`config.mk`:
```
export PLATFORM = sky130hd
export DESIGN_NAME = amux_scan_ctrl
export DESIGN_NICKNAME = d
export VERILOG_FILES = /design/src/rtl/amux_ctrl_pkg.sv /design/src/rtl/amux_ctrl_timer.sv /design/src/rtl/amux_scan_ctrl.sv
export SDC_FILE = /design/constraint.sdc
export NUM_CORES = 1
export LEC_CHECK = 0
export CAP_MARGIN = 20
export CORE_MARGIN = 4
export CORE_UTILIZATION = 59
export DETAILED_ROUTE_END_ITERATION = 12
export DONT_BUFFER_PORTS = 1
export PLACE_DENSITY = 0.75
export SLEW_MARGIN = 0
export SYNTH_ARGS = -nofsm -noshare
export SYNTH_HDL_FRONTEND = slang
export SYNTH_SLANG_ARGS = --single-unit
export TNS_END_PERCENT = 20
```
`constraint.sdc`:
```
create_clock -name clk -period 3.4 [get_ports clk]
set_input_delay 0.85 -clock clk [delete_from_list [all_inputs] [get_ports clk]]
set_output_delay 0.85 -clock clk [all_outputs]
set_load 0.05 [all_outputs]
```
`src/rtl/amux_ctrl_pkg.sv`:
```
// Shared types and defaults for the analog-mux scan sequencer.
package amux_ctrl_pkg;

    typedef enum logic [1:0] {
        ST_IDLE    = 2'd0,
        ST_SETTLE  = 2'd1,
        ST_CONVERT = 2'd2,
        ST_STORE   = 2'd3
    } amux_state_t;

    localparam logic CH_AIN1 = 1'b0;
    localparam logic CH_AIN2 = 1'b1;

    localparam int DATA_W_DEF   = 10;
    localparam int SETTLE_W_DEF = 8;
    localparam int TO_W_DEF     = 12;

    function automatic int max_w(input int a, input int b);
        return (a > b) ? a : b;
    endfunction

endpackage

```
`src/rtl/amux_ctrl_timer.sv`:
```
// Loadable down-counter with zero flag, shared between settle and conversion timeout.
module amux_ctrl_timer
    import amux_ctrl_pkg::*;
#(
    parameter int W = TO_W_DEF
) (
    input  logic         clk,
    input  logic         resetn,
    input  logic         load_i,
    input  logic [W-1:0] load_val_i,
    input  logic         dec_i,
    output logic         zero_o
);

    logic [W-1:0] count_q;

    // Load has priority; decrement saturates at zero.
    always_ff @(posedge clk) begin
        if (!resetn) begin
            count_q <= '0;
        end else if (load_i) begin
            count_q <= load_val_i;
        end else if (dec_i && (count_q != '0)) begin
            count_q <= count_q - W'(1'b1);
        end else begin
            count_q <= count_q;
        end
    end

    assign zero_o = (count_q == '0);

endmodule

```
`src/rtl/amux_scan_ctrl.sv`:
```
// Mux select / settle / ADC start sequencer with per-channel result capture.
module amux_scan_ctrl
    import amux_ctrl_pkg::*;
#(
    parameter int DATA_W   = DATA_W_DEF,
    parameter int SETTLE_W = SETTLE_W_DEF,
    parameter int TO_W     = TO_W_DEF
) (
    input  logic                clk,
    input  logic                resetn,
    input  logic                EN,
    input  logic                MODE,
    input  logic                CHSEL,
    input  logic [SETTLE_W-1:0] SETTLE,
    input  logic                CLR_VALID,
    input  logic                ADC_DONE,
    input  logic [DATA_W-1:0]   ADC_DATA,
    output logic                SEL,
    output logic                ADC_START,
    output logic [DATA_W-1:0]   RESULT1,
    output logic [DATA_W-1:0]   RESULT2,
    output logic                VALID1,
    output logic                VALID2,
    output logic                BUSY,
    output logic                ERR
);

    localparam int TMR_W = max_w(SETTLE_W, TO_W);
    // Zero is reached after exactly 2^TO_W-1 CONVERT cycles counted from the load.
    localparam logic [TMR_W-1:0] TO_LOAD = TMR_W'((64'd1 << TO_W) - 64'd2);

    amux_state_t       state_q, state_d;
    logic              sel_q, sel_d;
    logic              start_q, start_d;
    logic              busy_q, busy_d;
    logic              err_q, err_d;
    logic              valid1_q, valid1_d;
    logic              valid2_q, valid2_d;
    logic [DATA_W-1:0] data_q, data_d;
    logic [DATA_W-1:0] result1_q, result1_d;
    logic [DATA_W-1:0] result2_q, result2_d;

    logic              tmr_load_s;
    logic              tmr_dec_s;
    logic              tmr_zero_s;
    logic [TMR_W-1:0]  tmr_val_s;
    logic [TMR_W-1:0]  settle_val_s;

    assign settle_val_s = TMR_W'(SETTLE);
    assign tmr_dec_s    = (state_q == ST_SETTLE) || (state_q == ST_CONVERT);

    amux_ctrl_timer #(.W(TMR_W)) u_timer (
        .clk        (clk),
        .resetn     (resetn),
        .load_i     (tmr_load_s),
        .load_val_i (tmr_val_s),
        .dec_i      (tmr_dec_s),
        .zero_o     (tmr_zero_s)
    );

    // Next-state and output decode for the scan sequencer.
    always_comb begin
        state_d    = state_q;
        sel_d      = sel_q;
        start_d    = 1'b0;
        data_d     = data_q;
        result1_d  = result1_q;
        result2_d  = result2_q;
        valid1_d   = CLR_VALID ? 1'b0 : valid1_q;
        valid2_d   = CLR_VALID ? 1'b0 : valid2_q;
        err_d      = CLR_VALID ? 1'b0 : err_q;
        tmr_load_s = 1'b0;
        tmr_val_s  = TO_LOAD;
        case (state_q)
            ST_IDLE: begin
                if (EN) begin
                    state_d    = ST_SETTLE;
                    sel_d      = CHSEL;
                    tmr_load_s = 1'b1;
                    tmr_val_s  = settle_val_s;
                end else begin
                    state_d = ST_IDLE;
                end
            end
            ST_SETTLE: begin
                if (!EN) begin
                    state_d = ST_IDLE;
                end else if (tmr_zero_s) begin
                    state_d    = ST_CONVERT;
                    start_d    = 1'b1;
                    tmr_load_s = 1'b1;
                    tmr_val_s  = TO_LOAD;
                end else begin
                    state_d = ST_SETTLE;
                end
            end
            ST_CONVERT: begin
                // start_q marks the first CONVERT cycle, where DONE is not trusted.
                if (ADC_DONE && !start_q) begin
                    data_d  = ADC_DATA;
                    state_d = ST_STORE;
                end else if (tmr_zero_s) begin
                    err_d   = 1'b1;
                    state_d = ST_IDLE;
                end else begin
                    state_d = ST_CONVERT;
                end
            end
            ST_STORE: begin
                if (sel_q == CH_AIN1) begin
                    result1_d = data_q;
                    valid1_d  = 1'b1;
                end else begin
                    result2_d = data_q;
                    valid2_d  = 1'b1;
                end
                if (!EN) begin
                    state_d = ST_IDLE;
                end else if (MODE) begin
                    state_d    = ST_SETTLE;
                    sel_d      = ~sel_q;
                    tmr_load_s = 1'b1;
                    tmr_val_s  = settle_val_s;
                end else if (CHSEL == sel_q) begin
                    state_d    = ST_CONVERT;
                    start_d    = 1'b1;
                    tmr_load_s = 1'b1;
                    tmr_val_s  = TO_LOAD;
                end else begin
                    state_d    = ST_SETTLE;
                    sel_d      = CHSEL;
                    tmr_load_s = 1'b1;
                    tmr_val_s  = settle_val_s;
                end
            end
            default: begin
                state_d = ST_IDLE;
            end
        endcase
        busy_d = (state_d != ST_IDLE);
    end

    // State and registered outputs.
    always_ff @(posedge clk) begin
        if (!resetn) begin
            state_q   <= ST_IDLE;
            sel_q     <= CH_AIN1;
            start_q   <= 1'b0;
            busy_q    <= 1'b0;
            err_q     <= 1'b0;
            valid1_q  <= 1'b0;
            valid2_q  <= 1'b0;
            data_q    <= '0;
            result1_q <= '0;
            result2_q <= '0;
        end else begin
            state_q   <= state_d;
            sel_q     <= sel_d;
            start_q   <= start_d;
            busy_q    <= busy_d;
            err_q     <= err_d;
            valid1_q  <= valid1_d;
            valid2_q  <= valid2_d;
            data_q    <= data_d;
            result1_q <= result1_d;
            result2_q <= result2_d;
        end
    end

    assign SEL       = sel_q;
    assign ADC_START = start_q;
    assign BUSY      = busy_q;
    assign ERR       = err_q;
    assign VALID1    = valid1_q;
    assign VALID2    = valid2_q;
    assign RESULT1   = result1_q;
    assign RESULT2   = result2_q;

endmodule

```
* After elaboration in Yosys (flattened, before gate mapping) *
Cells that the tools add are included.

storage, ports and cells
  flip-flop bits (word level) = 50
  output and inout bits = 26

operators by class
  $add $sub $neg = 1
  eq/ne operators = 7
  mux-type cells = 39
  bitwise operators = 1
  reduce and logical (&&, ||, !) cells = 15

operators by type and width
  cell                                                                   number
  12-bit two-way mux                                                     6
  12-bit one-hot mux with 2 select lines                                 1
  1-bit two-way mux                                                      21
  2-bit two-way mux                                                      7
  12-bit zero test                                                       1
  12-bit nonzero test                                                    1
  12-bit by 1-bit subtractor with 12-bit output, second input constant   1
  2-bit one-hot mux with 4 select lines                                  1
  1-bit one-hot mux with 2 select lines                                  3
  2-bit AND reduction                                                    3
  2-bit nonzero test                                                     3
  2-bit equality test, second input constant                             2
  2-bit inequality test, second input constant                           2
  4-bit AND reduction                                                    1
  3-bit inequality test, second input constant                           1
  2-bit by 1-bit equality test with 1-bit output, second input constant  1
  1-bit logical AND                                                      2
  2-bit zero test                                                        1
  2-bit OR reduction                                                     1
  1-bit equality test                                                    1
  1-bit zero test                                                        1
  1-bit logical OR                                                       1
  1-bit NOT                                                              1

* Longest topological paths before layout *
  word-level depth = 6
  depth in mapped cells = 8

* Hierarchy *
A second synthesis with hierarchy kept.

unflattened totals
  cell total of the unflattened synthesis = 279
  area, all modules = 2,434.8 µm²

by module, submodules not included
  module           instances  cells each  area each (µm²)  sequential area each (µm²)
  amux_scan_ctrl   1          190         1,704.1          760.7
  amux_ctrl_timer  1          89          730.7            240.2

* Least setup slack after synthesis *
OpenSTA, ideal clock, no wires.

  kind = reg-to-reg
  start = reg u_timer.count_q[0]
  end = reg u_timer.count_q[10]
  setup time = 117 ps
  arrival time = 1,853 ps
  data required time = 3,283 ps
  setup slack = 1,430 ps
  cell stages (with the launch flop) = 8
  clock period less this slack = 1,970 ps
  cell sequence = dfxtp_1 -> inv_1 -> ha_1 -> or4b_1 -> o31ai_4 -> nand2_4 -> and2_4 -> a32o_1

on the way
  cells in the longest elaborated chain, start to end = 5

ends and longest elaborated chain
  what                                                                                                   line                   source
  start: declaration                                                                                     amux_ctrl_timer.sv:15  logic [W-1:0] count_q;
  start signal: assignment                                                                               amux_ctrl_timer.sv:22  count_q <= load_val_i;
  start signal: assignment                                                                               amux_ctrl_timer.sv:24  count_q <= count_q - W'(1'b1);
  start signal: assignment                                                                               amux_ctrl_timer.sv:26  count_q <= count_q;
  parallel branches: the longest is 5 deep, another holds 12-bit by 1-bit subtractor with 12-bit output  -

Parallel ways; which one is timed is not known. The select of a mux whose other input is x is not followed.
A chain may end at the register's enable or synchronous reset.

* Worst setup path after layout *
  start = reg u_timer.count_q[0]
  end = reg u_timer.count_q[8]

The elaborated chain is that of the path after synthesis.

==> run metrics <==
Residual DRC=0; Global Route Usage Sum=19.4%; clock tree from TritonCTS=yes; synthesis-stage register bit count=50; Via density=5.83; largest net degree at the start of global routing=51; initial antenna violation count=0; hpwl dp=3490 µm; most used routing layer=met2; crit end category=register; crit path kind=reg2reg; DRT iter0 DRCs=95; fmax=456 MHz; Avg Synthesized Cell Area=8.44 µm²; mux cell area share after synthesis=0%; Nets=310; Final TNS setup=0 ps; status=finished, final reports clean; Async SR Flop Fraction=0%; most common cell after layout, fill and taps aside=nand2_1; adder-cell area share of the yosys netlist=3.64%; Routability Congestion=0.820; # Max-Cap Violations=0; hold_buf cts=0; Clock Path Buffers=2; Compound-Gate Fraction of Synth Area=24.6%; Cell Area, Placed=2410 µm²; Net Count, Synth=317; gr ovfl total=0; Port Buffers=0; Worst-Skew Late Latency=300 ps; Critical Path Fanout Max=23; CP peak stage delay=420 ps; drt first pass iters=4; Critical R2R Capture=u_timer.count_q[8]; final instance area=2490 µm²; Detail Route Antenna Nets=0; top post-synthesis cells by area=dfxtp_1 42%, nand2_1 12%, a21boi_0 9.4%; vias in the first global route=1,706; met3 GRT Util=4.91%; GR met1 Demand/Resource=26.6%; Worst EP arrival=2390 ps; GR Util met2=30.1%; die area=5160 µm²; largest family of logic cells by synthesized area=compound AO/OA/AOI/OAI gates; chip height=71.8 µm; CTS resizes=0; Slew @ Worst Pin=754 ps; Synth Area in XOR/XNOR=2.91%; Reg-to-Reg Start=u_timer.count_q[0]; Die X=71.8 µm; total number of vias=1,899; Syn-to-layout area delta=3.75%; crit path to=u_timer.count_q[8]; mapped cell area=2400 µm²; share of cells above drive strength 1=5.04%; Row Count=22; fin crit share=64.5%; Simple-Gate Fraction of Synth Area=22.9%; core outline area=3800 µm²; Synth top area share=41.6%; pwr/cell area=427 nW/µm²; critical path's slowest cell=nor4b_1; Synthesis Warnings=0; setup slack, reg-to-reg=1210 ps; initial core utilization=63.3%; Rel. slew slack=49.6%; sequential area share after synthesis=41.6%; RSZ-0062 raised after global routing=false; CTS clock-pin slew for the worst setup and hold paths=90 ps; post-synthesis instance total=285; crit path from=u_timer.count_q[0]; io pins=51; # Post-CTS Setup Buffers=0; hold path startpoint=data_q[3]; minimum clock period=2190 ps; Lkg Pwr=0.000921 µW; CP cell instances=inv_1 -> ha_1 -> nor4b_1 -> nand4_1 -> a21oi_1 -> buf_4 -> o21ai_0 -> a32o_1; Hold Fails Final Rpt=0; CP Launch Type=register; reg2reg path depth=8; Total Wirelength=4860 µm; Post-synth EDFFs=0; CTS Buf Count=5; # clock sinks=50; first-pass GRT wire length=8010 µm; clock skew=4.45 ps; Root Buffer=clkbuf_8; H-tree depth=2; CP Data Required Time=3600 ps; peak supply drop=0.000250 V; Netlist cell types=45; Wirelength per Cell=14.9 µm; biggest area consumer among synthesized cells=dfxtp_1; Slew Limit Fails=0; diode count=0; Hold WC Path Type=reg2reg; Final setup viols=0; ys flop type=dfxtp_1; most frequent cells in the layout=74 x nand2_1, 50 x dfxtp_1, 30 x a21boi_0, 14 x o21ai_0
## synthesized netlist by cell type, types with 2 or more instances
library cell / instances
o31ai_1: 2
clkbuf_1: 13
xor2_1: 5
o211a_1: 9
inv_1: 9
nor4_1: 3
nor2_1: 7
xnor2_1: 3
nor4b_1: 2
nand2b_1: 3
or3_1: 3
a31oi_1: 2
or4b_1: 3
a21oi_1: 6
dfxtp_1: 50
or4_1: 2
ha_1: 7
a32o_1: 4
nor3_1: 6
o21ai_0: 14
nand2_1: 74
a21boi_0: 30
nor2b_1: 5
o41ai_1: 2
## worst max-delay path: cells and delay by family, from the launching register on
kind,cells,cell delay [ps]
buf+inv,2,350
flops,1,320
simple gates,2,610
compound gates,3,610
fa+ha+maj,1,190
## flip-flops by register name (all words and copies together) (netlist names)
name,count
RESULT2,10
RESULT1,10
u_timer.count_q,12
BUSY,1
SEL,1
VALID2,1
VALID1,1
state_q,2
ERR,1
ADC_START,1
data_q,10
## metal layers
metal,up-vias,wire [µm]
met5,-,0
met4,0,63
met3,6,298
met2,52,2240
met1,868,2260
li1,973,-
## report_power, final
part           switching [µW]  total, µW  internal, µW  leakage (µW)
clock network             189        329           141     0.0000362
logic                    64.6        115          50.7      0.000479
registers                21.6        621           600      0.000406
## area by class of cell
type / instances / area [µm²]
fillers: 349 / 1300
multi-input cells: 210 / 1300
flip-flops and latches: 50 / 1000
clock buffers: 5 / 68.8
well taps: 48 / 60.1
inverters: 9 / 33.8
clock inverters: 2 / 15.0
repair buffers: 2 / 15.0
## kinds of logic after synthesis
family	count (synthesis)
buf+inv	25
simple gates	117
fa+ha+maj	7
flops	50
compound gates	78
xor+xnor	8
## how the worst min path moves through the flow
stage / end / cells after the start
floorplan: RESULT1[0] / 2
global placement: RESULT2[0] / 2
detailed placement: RESULT2[3] / 2
CTS: RESULT1[3] / 2
global route: data_q[0] / 2
finish: RESULT2[3] / 2
## through the flow
step	hold WS, ps	util [%]	worst slack (ps)	power, µW	instances
3_3_place_gp	467	63.5	1300	746	319
5_1_grt	508	65.7	1020	1120	326
6_report	480	65.7	1210	1070	326
2_1_floorplan	455	-	1430	736	285
3_5_place_dp	474	63.5	1250	748	319
4_1_cts	488	65.7	1220	1080	326
No activity file was read; power rests on OpenSTA's default activity.
